===== config.mk =====
export PLATFORM = sky130hd
export DESIGN_NAME = secded_rx_assembler_flat
export DESIGN_NICKNAME = d
export VERILOG_FILES = /design/src/rtl/secded_rx_assembler_if.sv /design/src/rtl/secded_rx_assembler.sv /design/src/flat_wrapper.sv
export SDC_FILE = /design/constraint.sdc
export NUM_CORES = 1
export LEC_CHECK = 0
export ABC_AREA = 1
export CORE_MARGIN = 2
export CORE_UTILIZATION = 32
export CTS_BUF_LIST = sky130_fd_sc_hd__clkbuf_4
export DETAILED_ROUTE_END_ITERATION = 10
export DONT_BUFFER_PORTS = 1
export GPL_TIMING_DRIVEN = 0
export PLACE_DENSITY = 0.46
export SLEW_MARGIN = 15
export SYNTH_ARGS = -nofsm -noshare
export SYNTH_HDL_FRONTEND = slang
export SYNTH_HIERARCHICAL = 1
export SYNTH_SLANG_ARGS = --single-unit

===== constraint.sdc =====
create_clock -name clk -period 2.8 [get_ports clk]
set_input_delay 0.28 -clock clk [delete_from_list [all_inputs] [get_ports clk]]
set_output_delay 0.28 -clock clk [all_outputs]
set_load 0.01 [all_outputs]

===== src/rtl/secded_rx_assembler_if.sv =====
// Codeword-in / byte-out handshake bundle for the SEC-DED receive assembler.
// slave  : the assembler itself.
// master : the environment (UART RX core on the codeword side, consumer on the byte side).
interface secded_rx_assembler_if;
  logic       code_valid;
  logic [7:0] code_in;
  logic       code_ready;
  logic       byte_valid;
  logic [7:0] byte_data;
  logic       byte_ready;
  logic       byte_corrected;
  logic       byte_dbl_err;

  modport slave (
    input  code_valid, code_in, byte_ready,
    output code_ready, byte_valid, byte_data, byte_corrected, byte_dbl_err
  );

  modport master (
    output code_valid, code_in, byte_ready,
    input  code_ready, byte_valid, byte_data, byte_corrected, byte_dbl_err
  );
endinterface


===== src/rtl/secded_rx_assembler.sv =====
// SEC-DED receive assembler: pairs two Hamming(8,4) codewords (low nibble
// first) into one byte with correction / double-error flags.
// Codeword bits 6..0 are Hamming positions 7..1 ({d3,d2,d1,p2,d0,p1,p0}),
// bit 7 (p3) is the overall parity bit.
// Optional error counters are enabled by defining SECDED_ERR_CNT_EN.

// Combinational Hamming(8,4) SEC-DED decoder.
module hamming84_decode (
  input  logic [7:0] code,
  output logic [3:0] data,
  output logic       corrected,
  output logic       dbl_err
);
  logic [2:0] syn;
  logic       par_odd;
  logic [7:0] fixed;

  // Syndrome points at the flipped Hamming position; overall parity tells single from double.
  always_comb begin
    // NOTE: every output of a combinational block is assigned first so no path infers a latch.
    fixed     = code;
    syn[0]    = code[0] ^ code[2] ^ code[4] ^ code[6];
    syn[1]    = code[1] ^ code[2] ^ code[5] ^ code[6];
    syn[2]    = code[3] ^ code[4] ^ code[5] ^ code[6];
    par_odd   = ^code;
    if (par_odd && (syn != 3'd0)) begin
      fixed[syn - 3'd1] = ~code[syn - 3'd1];
    end
    // Odd parity with zero syndrome is an error in p3 itself: still a correction.
    corrected = par_odd;
    dbl_err   = !par_odd && (syn != 3'd0);
    data      = {fixed[6], fixed[5], fixed[4], fixed[2]};
  end
endmodule

module secded_rx_assembler #(
  parameter int TIMEOUT_CYCLES = 50000,
  parameter int CNT_W          = 8
) (
  input  logic                  clk,
  input  logic                  rst,
  secded_rx_assembler_if.slave  bus,
  output logic                  timeout_err,
  output logic                  busy
`ifdef SECDED_ERR_CNT_EN
  ,
  input  logic                  cnt_clr,
  output logic [CNT_W-1:0]      corr_cnt,
  output logic [CNT_W-1:0]      dbl_cnt,
  output logic [CNT_W-1:0]      to_cnt
`endif
);
  localparam int            TW   = $clog2(TIMEOUT_CYCLES);
  localparam logic [TW-1:0] TMAX = TW'(TIMEOUT_CYCLES - 1);

  typedef enum logic [1:0] {S_LO, S_HI, S_OUT} state_t;

  state_t        state;
  logic [TW-1:0] timer;
  logic [3:0]    lo_reg;
  logic          lo_corr;
  logic          lo_dbl;

  logic [3:0]    dec_data;
  logic          dec_corr;
  logic          dec_dbl;
  logic          accept;
  logic          expire;

  // Both nibbles arrive on code_in at different times, so one decoder serves both.
  hamming84_decode u_dec (
    .code      (bus.code_in),
    .data      (dec_data),
    .corrected (dec_corr),
    .dbl_err   (dec_dbl)
  );

  // Ready depends on state only; no bypass from the byte handshake.
  assign bus.code_ready = (state != S_OUT);
  assign accept         = bus.code_valid && bus.code_ready;
  assign expire         = (state == S_HI) && !accept && (timer == TMAX);

  // Assembly FSM with registered byte outputs, timeout and busy.
  always_ff @(posedge clk) begin
    // NOTE: all sequential state uses non-blocking assignment so every register samples pre-edge values.
    if (rst) begin
      state              <= S_LO;
      timer              <= '0;
      lo_reg             <= 4'h0;
      lo_corr            <= 1'b0;
      lo_dbl             <= 1'b0;
      bus.byte_valid     <= 1'b0;
      bus.byte_data      <= 8'h00;
      bus.byte_corrected <= 1'b0;
      bus.byte_dbl_err   <= 1'b0;
      timeout_err        <= 1'b0;
      busy               <= 1'b0;
    end else begin
      timeout_err <= 1'b0;
      case (state)
        S_LO: begin
          if (accept) begin
            lo_reg  <= dec_data;
            lo_corr <= dec_corr;
            lo_dbl  <= dec_dbl;
            timer   <= '0;
            busy    <= 1'b1;
            state   <= S_HI;
          end
        end
        S_HI: begin
          if (accept) begin
            bus.byte_data      <= {dec_data, lo_reg};
            bus.byte_corrected <= lo_corr | dec_corr;
            bus.byte_dbl_err   <= lo_dbl | dec_dbl;
            bus.byte_valid     <= 1'b1;
            state              <= S_OUT;
          end else if (expire) begin
            timeout_err <= 1'b1;
            lo_reg      <= 4'h0;
            lo_corr     <= 1'b0;
            lo_dbl      <= 1'b0;
            timer       <= '0;
            busy        <= 1'b0;
            state       <= S_LO;
          end else begin
            timer <= timer + 1'b1;
          end
        end
        S_OUT: begin
          if (bus.byte_valid && bus.byte_ready) begin
            bus.byte_valid     <= 1'b0;
            bus.byte_corrected <= 1'b0;
            bus.byte_dbl_err   <= 1'b0;
            busy               <= 1'b0;
            state              <= S_LO;
          end
        end
        default: state <= S_LO;
      endcase
    end
  end

`ifdef SECDED_ERR_CNT_EN
  localparam logic [CNT_W-1:0] CNT_MAX = {CNT_W{1'b1}};

  // Saturating event counters; clear beats a same-cycle increment.
  always_ff @(posedge clk) begin
    if (rst || cnt_clr) begin
      corr_cnt <= '0;
      dbl_cnt  <= '0;
      to_cnt   <= '0;
    end else begin
      if (accept && dec_corr && (corr_cnt != CNT_MAX)) corr_cnt <= corr_cnt + 1'b1;
      if (accept && dec_dbl  && (dbl_cnt  != CNT_MAX)) dbl_cnt  <= dbl_cnt  + 1'b1;
      if (expire             && (to_cnt   != CNT_MAX)) to_cnt   <= to_cnt   + 1'b1;
    end
  end
`endif
endmodule

===== src/flat_wrapper.sv =====
// flat-port wrapper written by rule: the top's interface ports become plain ports
module secded_rx_assembler_flat 
#(
  parameter int TIMEOUT_CYCLES = 50000,
  parameter int CNT_W          = 8
)
  (clk, rst, timeout_err, busy, bus_code_valid, bus_code_in, bus_byte_ready, bus_code_ready, bus_byte_valid, bus_byte_data, bus_byte_corrected, bus_byte_dbl_err);
  secded_rx_assembler_if bus_i ();
  input  logic clk;
  input  logic rst;
  output logic timeout_err;
  output logic busy;
  input wire logic [$bits(bus_i.code_valid)-1:0] bus_code_valid;
  input wire logic [$bits(bus_i.code_in)-1:0] bus_code_in;
  input wire logic [$bits(bus_i.byte_ready)-1:0] bus_byte_ready;
  output wire logic [$bits(bus_i.code_ready)-1:0] bus_code_ready;
  output wire logic [$bits(bus_i.byte_valid)-1:0] bus_byte_valid;
  output wire logic [$bits(bus_i.byte_data)-1:0] bus_byte_data;
  output wire logic [$bits(bus_i.byte_corrected)-1:0] bus_byte_corrected;
  output wire logic [$bits(bus_i.byte_dbl_err)-1:0] bus_byte_dbl_err;
  assign bus_i.code_valid = bus_code_valid;
  assign bus_i.code_in = bus_code_in;
  assign bus_i.byte_ready = bus_byte_ready;
  assign bus_code_ready = bus_i.code_ready;
  assign bus_byte_valid = bus_i.byte_valid;
  assign bus_byte_data = bus_i.byte_data;
  assign bus_byte_corrected = bus_i.byte_corrected;
  assign bus_byte_dbl_err = bus_i.byte_dbl_err;
  secded_rx_assembler #(.TIMEOUT_CYCLES(TIMEOUT_CYCLES), .CNT_W(CNT_W)) u_core (.clk(clk), .rst(rst), .bus(bus_i), .timeout_err(timeout_err), .busy(busy));
endmodule

=== Yosys cells after proc, flatten, opt, wreduce, memory -nomap -nowiden ===
Cells that the tools add are included.

* Register bits after elaboration: 37
* Latch bits: 0
* Bits in writable memories: 0
* Bits in read-only memories: 0
* Bits of input ports: 12
* Output and inout bits: 14
* Memories: 0

* Add/sub/neg operators: 2
* $mul: 0
* Divide/modulo/power cells: 0
* Magnitude comparators: 2
* Eq/ne operators: 10
* Shifts and indexed selects: 0
* Mux-type cells: 34
* Bitwise operators: 13
* Reductions and logical operators: 22

{| class="wikitable"
|+ Operators by type and width
! cell !! count
|-
| 16-bit 2-to-1 mux || 3
|-
| 16-bit one-hot mux with 2 select lines || 1
|-
| 16-bit by 1-bit adder with 16-bit output, second input constant || 1
|-
| 16-bit equality test, second input constant || 1
|-
| 4-bit 2-to-1 mux || 3
|-
| 1-bit 2-to-1 mux || 11
|-
| 1-bit one-hot mux with 2 select lines || 5
|-
| 3-bit AND reduction || 3
|-
| 1-bit bitwise XOR || 9
|-
| 8-bit bitwise mux || 1
|-
| 2-bit 2-to-1 mux || 4
|-
| 2-bit by 1-bit inequality test with 1-bit output, second input constant || 4
|-
| 4-bit one-hot mux with 2 select lines || 1
|-
| 8-bit parity || 1
|-
| 1-bit logical AND || 7
|-
| 7-bit 2-to-1 mux || 1
|-
| 2-bit one-hot mux with 3 select lines || 1
|-
| 3-bit nonzero test || 2
|-
| 5-bit AND reduction || 1
|-
| 3-bit by 4-bit < comparator with 1-bit output, second input constant || 1
|-
| 2-bit inequality test, second input constant || 2
|-
| 4-bit AND reduction || 1
|-
| 2-bit nonzero test || 2
|-
| 1-bit binary-select mux with 3-bit select || 1
|-
| 13 further kinds || 16
|}

=== Longest topological paths before layout ===
* Depth after elaboration: 12
* Depth in mapped cells: 18

=== Cells and area by module ===
The synthesis kept the hierarchy.

{| class="wikitable"
|+ By module, submodules not included
! module !! instances !! cells each !! area an instance (µm²) !! sequential area each (µm²)
|-
| secded_rx_assembler || 1 || 271 || 1876.8 || 740.7
|-
| hamming84_decode || 1 || 103 || 608.1 || 0.0
|}

=== Worst setup path before layout ===
No wires, ideal clock.

* Path kind: input -> register
* Start: in bus_code_in[2]
* End: reg u_core.bus.byte_data[4]
* Setup time: 128 ps
* Data arrival time: 1816 ps
* Data required time: 2672 ps
* Path slack: 856 ps
* Cell stages on the path: 17
* Path through: buf_4 inv_2 nand2_2 nand2_1 nand2_2 nand2_2 nand2_2 nand2_2 nor2_2 ha_1 inv_1 nor2_1 nand3_1 nand2_1 a21oi_1 o21ai_0 a21oi_1

* Cells in the longest elaborated chain, start to end: 10

{| class="wikitable"
|+ RTL lines
! what !! RTL line !! text
|-
| from (decl) || flat_wrapper.sv:14 || <nowiki>input wire logic [$bits(bus_i.code_in)-1:0] bus_code_in;</nowiki>
|-
| 1-bit bitwise XOR, on equally long branches (3 in a row) || secded_rx_assembler.sv:22, secded_rx_assembler.sv:23 ||
|-
| 3-bit by 1-bit subtractor with 3-bit output || secded_rx_assembler.sv:27 || <nowiki>fixed[syn - 3'd1] = ~code[syn - 3'd1];</nowiki>
|-
| 3-bit by 4-bit < comparator with 1-bit output (implied by the code) / 3-bit by 1-bit >= comparator with 1-bit output (equally long branches) || secded_rx_assembler.sv:27 ||
|-
| 1-bit logical AND (implied by the code) || secded_rx_assembler.sv:27 ||
|-
| 1-bit 2-to-1 mux (implied by the code) || secded_rx_assembler.sv:27 ||
|-
| 1-bit demux with 3-bit select || secded_rx_assembler.sv:27 ||
|-
| 8-bit bitwise mux || secded_rx_assembler.sv:27 ||
|-
| 7-bit 2-to-1 mux * || secded_rx_assembler.sv:26 || <nowiki>if (par_odd && (syn != 3'd0)) begin</nowiki>
|-
| net u_core.dec_data[0] || secded_rx_assembler.sv:64 || <nowiki>logic [3:0] dec_data;</nowiki>
|-
| to (signal assigned) || secded_rx_assembler.sv:113 || <nowiki>bus.byte_data <= {dec_data, lo_reg};</nowiki>
|-
| to (decl) || secded_rx_assembler_if.sv:16 || <nowiki>output code_ready, byte_valid, byte_data, byte_corrected, byte_dbl_err</nowiki>
|}

Mark *: on every way through the listed nets, which the timed path passes. The rest lies on a longest branch. The select of a mux whose other input is x is not followed.
A chain may end at the register's enable or synchronous reset.

=== Worst setup path after layout ===
* Start: reg u_core.state[0]
* End: reg u_core.timer[8]

* Cells in the longest elaborated chain, start to end: 8

{| class="wikitable"
|+ RTL lines
! what !! RTL line !! text
|-
| from (decl) || secded_rx_assembler.sv:58 || <nowiki>state_t state;</nowiki>
|-
| from (signal assigned) || secded_rx_assembler.sv:87 || <nowiki>state <= S_LO;</nowiki>
|-
| from (signal assigned) || secded_rx_assembler.sv:108 || <nowiki>state <= S_HI;</nowiki>
|-
| from (signal assigned) || secded_rx_assembler.sv:117 || <nowiki>state <= S_OUT;</nowiki>
|-
| 2-bit inequality test * || secded_rx_assembler.sv:79 || <nowiki>assign bus.code_ready = (state != S_OUT);</nowiki>
|-
| net bus_code_ready || flat_wrapper.sv:16 || <nowiki>output wire logic [$bits(bus_i.code_ready)-1:0] bus_code_ready;</nowiki>
|-
| 1-bit logical AND * || secded_rx_assembler.sv:80 || <nowiki>assign accept = bus.code_valid && bus.code_ready;</nowiki>
|-
| 1-bit logical NOT || secded_rx_assembler.sv:81 || <nowiki>assign expire = (state == S_HI) && !accept && (timer == TMAX);</nowiki>
|-
| 1-bit logical AND (2 in a row) || secded_rx_assembler.sv:81 ||
|-
| 16-bit 2-to-1 mux || secded_rx_assembler.sv:118 || <nowiki>end else if (expire) begin</nowiki>
|-
| 16-bit 2-to-1 mux || secded_rx_assembler.sv:112 || <nowiki>if (accept) begin</nowiki>
|-
| 16-bit one-hot mux with 2 select lines || secded_rx_assembler.sv:100 || <nowiki>case (state)</nowiki>
|-
| to (signal assigned) || secded_rx_assembler.sv:127 || <nowiki>timer <= timer + 1'b1;</nowiki>
|-
| to (decl) || secded_rx_assembler.sv:59 || <nowiki>logic [TW-1:0] timer;</nowiki>
|}

Marks and branches as above.

==> out/metrics.cfg <==
[cts]
numCtsBuffers=5
postCtsResizedCells=0
clk_latency_ns=0.35
cts_setup_buffers=0
clock-sinks=37
cts_tree=built
cts-root-buf=clkbuf_4
cts_hold_buffers=0
cts_buffer_depth=2
htreeDepth=2
path_clk_slew_ns=0.13

[power]
power_density_mw_per_mm2=759
p_int_mw=1.22
sequentialPowerShare_pct=35.8
ir_drop_mv=0.302
swShare_pct=40.7
switching_power_mw=0.838
clkPwrFrac_pct=22.9
power.leakage_nw=1.16
comb_power_share_pct=41.3
total_power_mw=2.06

[critical_path]
required_ns=3.05
crit_chain=inv_1 -> ha_1 -> inv_1 -> nand3_2 -> nand3_2 -> buf_2 -> nor2_1 -> a21oi_1 -> nor3_1
r2r_start=u_core/state[0]$_SDFFE_PP0P_
crit_path_end_kind=flip-flop
cp.arrival_ns=2.24
reg2reg_depth=9
rrSetupSlack_ns=0.81
startpoint_type=flip-flop
critPathMaxFanout=10
critical-path-max-stage-delay_ns=0.41
cp_slowest_cell=dfxtp_1
crit_start=u_core/state[0]$_SDFFE_PP0P_
r2r-end=u_core/timer[8]$_SDFFE_PP0P_
crit_type=reg -> reg

[placed_design]
place_congestion=0.786
io_buffers=0
pre_cts_ws_ns=0.549
post-dp-hpwl_um=4380

[timing]
maxSlewHeadroom_pct=66.9
worst_slack_ns=0.805
finalHoldViolCount=0
hold_ws_ns=0.153
worstMarginPinSlew_ns=0.496
skew_ns=0.0159
fin_crit_sh_pct=71.2
fmax_mhz=501
finalSetupViolCount=0
rsz0062_at_grt=false
timing.final.crit_period_ns=1.99
finalSetupTns_ns=0
maxSlewViolCount=0

[drt]
vias=2248
drt-initial-drc-count=72
drc=0
wl_per_cell_um=11.8
routed_via_density=4.64
ant_nets=0
firstDrtPassIters=4
wl_um=5720

[run_status]
outcome=complete, no violations

[grt]
grt_max_degree=13
grt_pass1_vias=2101
antenna_found_initial=0
overflow=0
grt_util_met1_pct=18.2
grtUsageMet2_pct=24.9
grt_pass1_wl_um=9780
met3_usage_pct=2.88
top_usage_layer=met2
grt_use_total_pct=14.3

[synth]
synth.area.top_cells=dfxtp_1 30%, nand2_1 13%, inv_1 6.5%
seq_area_frac_synth_pct=29.8
netlist_instances=374
synth_top_area_cell=dfxtp_1
yosys_warnings=6
synth_cell_types=33
synth_area_per_cell_um2=6.64
synth_area_mm2=0.00248
ys_ff_latch=37
syn_nets=392
synth_top_area_share_pct=29.8

[cells_and_area]
nets=399
fin_util_pct=35.7
largest_reg_flops=16
syn_to_final_growth_pct=9.26
n_antenna_cell=0
drive_above_1_share_pct=17.0

[floorplan]
io_pins=26
num_rows=32
die_w_um=92.1
core_mm2=0.00761
start_util_pct=32.7
die_y_um=92.1
die_area_mm2=0.00849

[min_path]
min_from=bus_code_valid
hold_depth=3
hold_path_class=in -> reg
whs_endpoint=u_core/timeout_err$_SDFF_PP0_

[flow_run]
max_cap_violations=0

-- stage by stage --
stage / instances / instance area (um^2)
2_1_floorplan: 374 / 2480
3_3_place_gp: 476 / 2610
3_5_place_dp: 476 / 2610
4_1_cts: 484 / 2720
5_1_grt: 484 / 2720
6_report: 484 / 2720
-- cells in the final DEF, fill, tap and decap left out, types with 2 or more instances in the layout --
master / n
a31oi_1: 3
xnor2_1: 5
nand2_2: 17
inv_1: 43
nand4_1: 8
a21oi_1: 30
nand3_1: 20
nand2_4: 2
buf_6: 4
inv_2: 9
nand3_2: 5
nor3b_1: 2
nor2_2: 6
dfxtp_1: 37
ha_1: 6
xor2_1: 5
nand2_1: 89
o21ai_0: 15
xnor2_2: 3
nor2_1: 39
bufinv_16: 2
buf_2: 4
clkbuf_4: 5
nor2_4: 2
nor3_1: 10
-- cells in the mapped netlist (all sizes together) --
library cell and n:
a21oi 31, a31oi 3, buf 9, clkbuf 1
clkinv 1, dfxtp 37, ha 6, inv 53
nand2 108, nand3 26, nand3b 2, nand4 8
nor2 47, nor3 10, nor3b 2, nor4 1
o21ai 16, xnor2 8, xor2 5
-- routing by layer --
layer | vias to the layer above | routed length [um] | part of all wire [%]
met4 | 0 | 49 | 0.86
li1 | 1204 | - | -
met5 | - | 0 | 0
met2 | 23 | 2660 | 46
met3 | 4 | 151 | 2.6
met1 | 1017 | 2860 | 50
-- worst max-delay path by stage --
stage          slack (ns)                                   end
2_1_floorplan        0.86  u_core/bus.byte_data[4]$_SDFFE_PP0P_
3_3_place_gp         0.56  u_core/bus.byte_data[4]$_SDFFE_PP0P_
3_5_place_dp         0.55  u_core/bus.byte_data[4]$_SDFFE_PP0P_
4_1_cts              0.79          u_core/timer[8]$_SDFFE_PP0P_
5_1_grt              0.61          u_core/timer[3]$_SDFFE_PP0P_
6_report             0.81          u_core/timer[8]$_SDFFE_PP0P_
-- worst max-delay path, delay by kind of cell, from the launching register on --
family / cells / cell delay (ns)
AND/OR/NAND/NOR: 4 / 0.60
buffers and inverters: 3 / 0.54
adder cells (fa/ha/maj): 1 / 0.23
flip-flops: 1 / 0.41
AO/OA/AOI/OAI: 1 / 0.12
-- power by group through the flow --
| stage | registers, mW | logic [mW] | clock network (mW) |
|---|---|---|---|
| global route | 0.751 | 0.977 | 0.506 |
| global placement | 0.751 | 0.857 | 0 |
| floorplan | 0.732 | 0.692 | 0 |
| detailed placement | 0.751 | 0.859 | 0 |
| finish | 0.738 | 0.851 | 0.471 |
| CTS | 0.740 | 0.863 | 0.487 |
-- layout make-up --
cell class | instances | area [um^2]
Clock buffer | 5 | 37.5
Sequential cell | 37 | 741
Clock inverter | 3 | 65.1
Buffer | 10 | 76.3
Tap cell | 102 | 128
Fill cell | 850 | 4890
Multi-Input combinational cell | 273 | 1460
Inverter | 54 | 205
-- logic make-up (layout without fill, tap and decap cells) --
kind of cell / Yosys count / in the layout / synth area share [%]
buffers and inverters: 64 / 72 / 11.3
adder cells (fa/ha/maj): 6 / 6 / 3.02
flip-flops: 37 / 37 / 29.8
XOR/XNOR: 13 / 13 / 5.49
AO/OA/AOI/OAI: 50 / 50 / 10.7
AND/OR/NAND/NOR: 204 / 204 / 39.7
No activity file was read; power rests on OpenSTA's default activity.
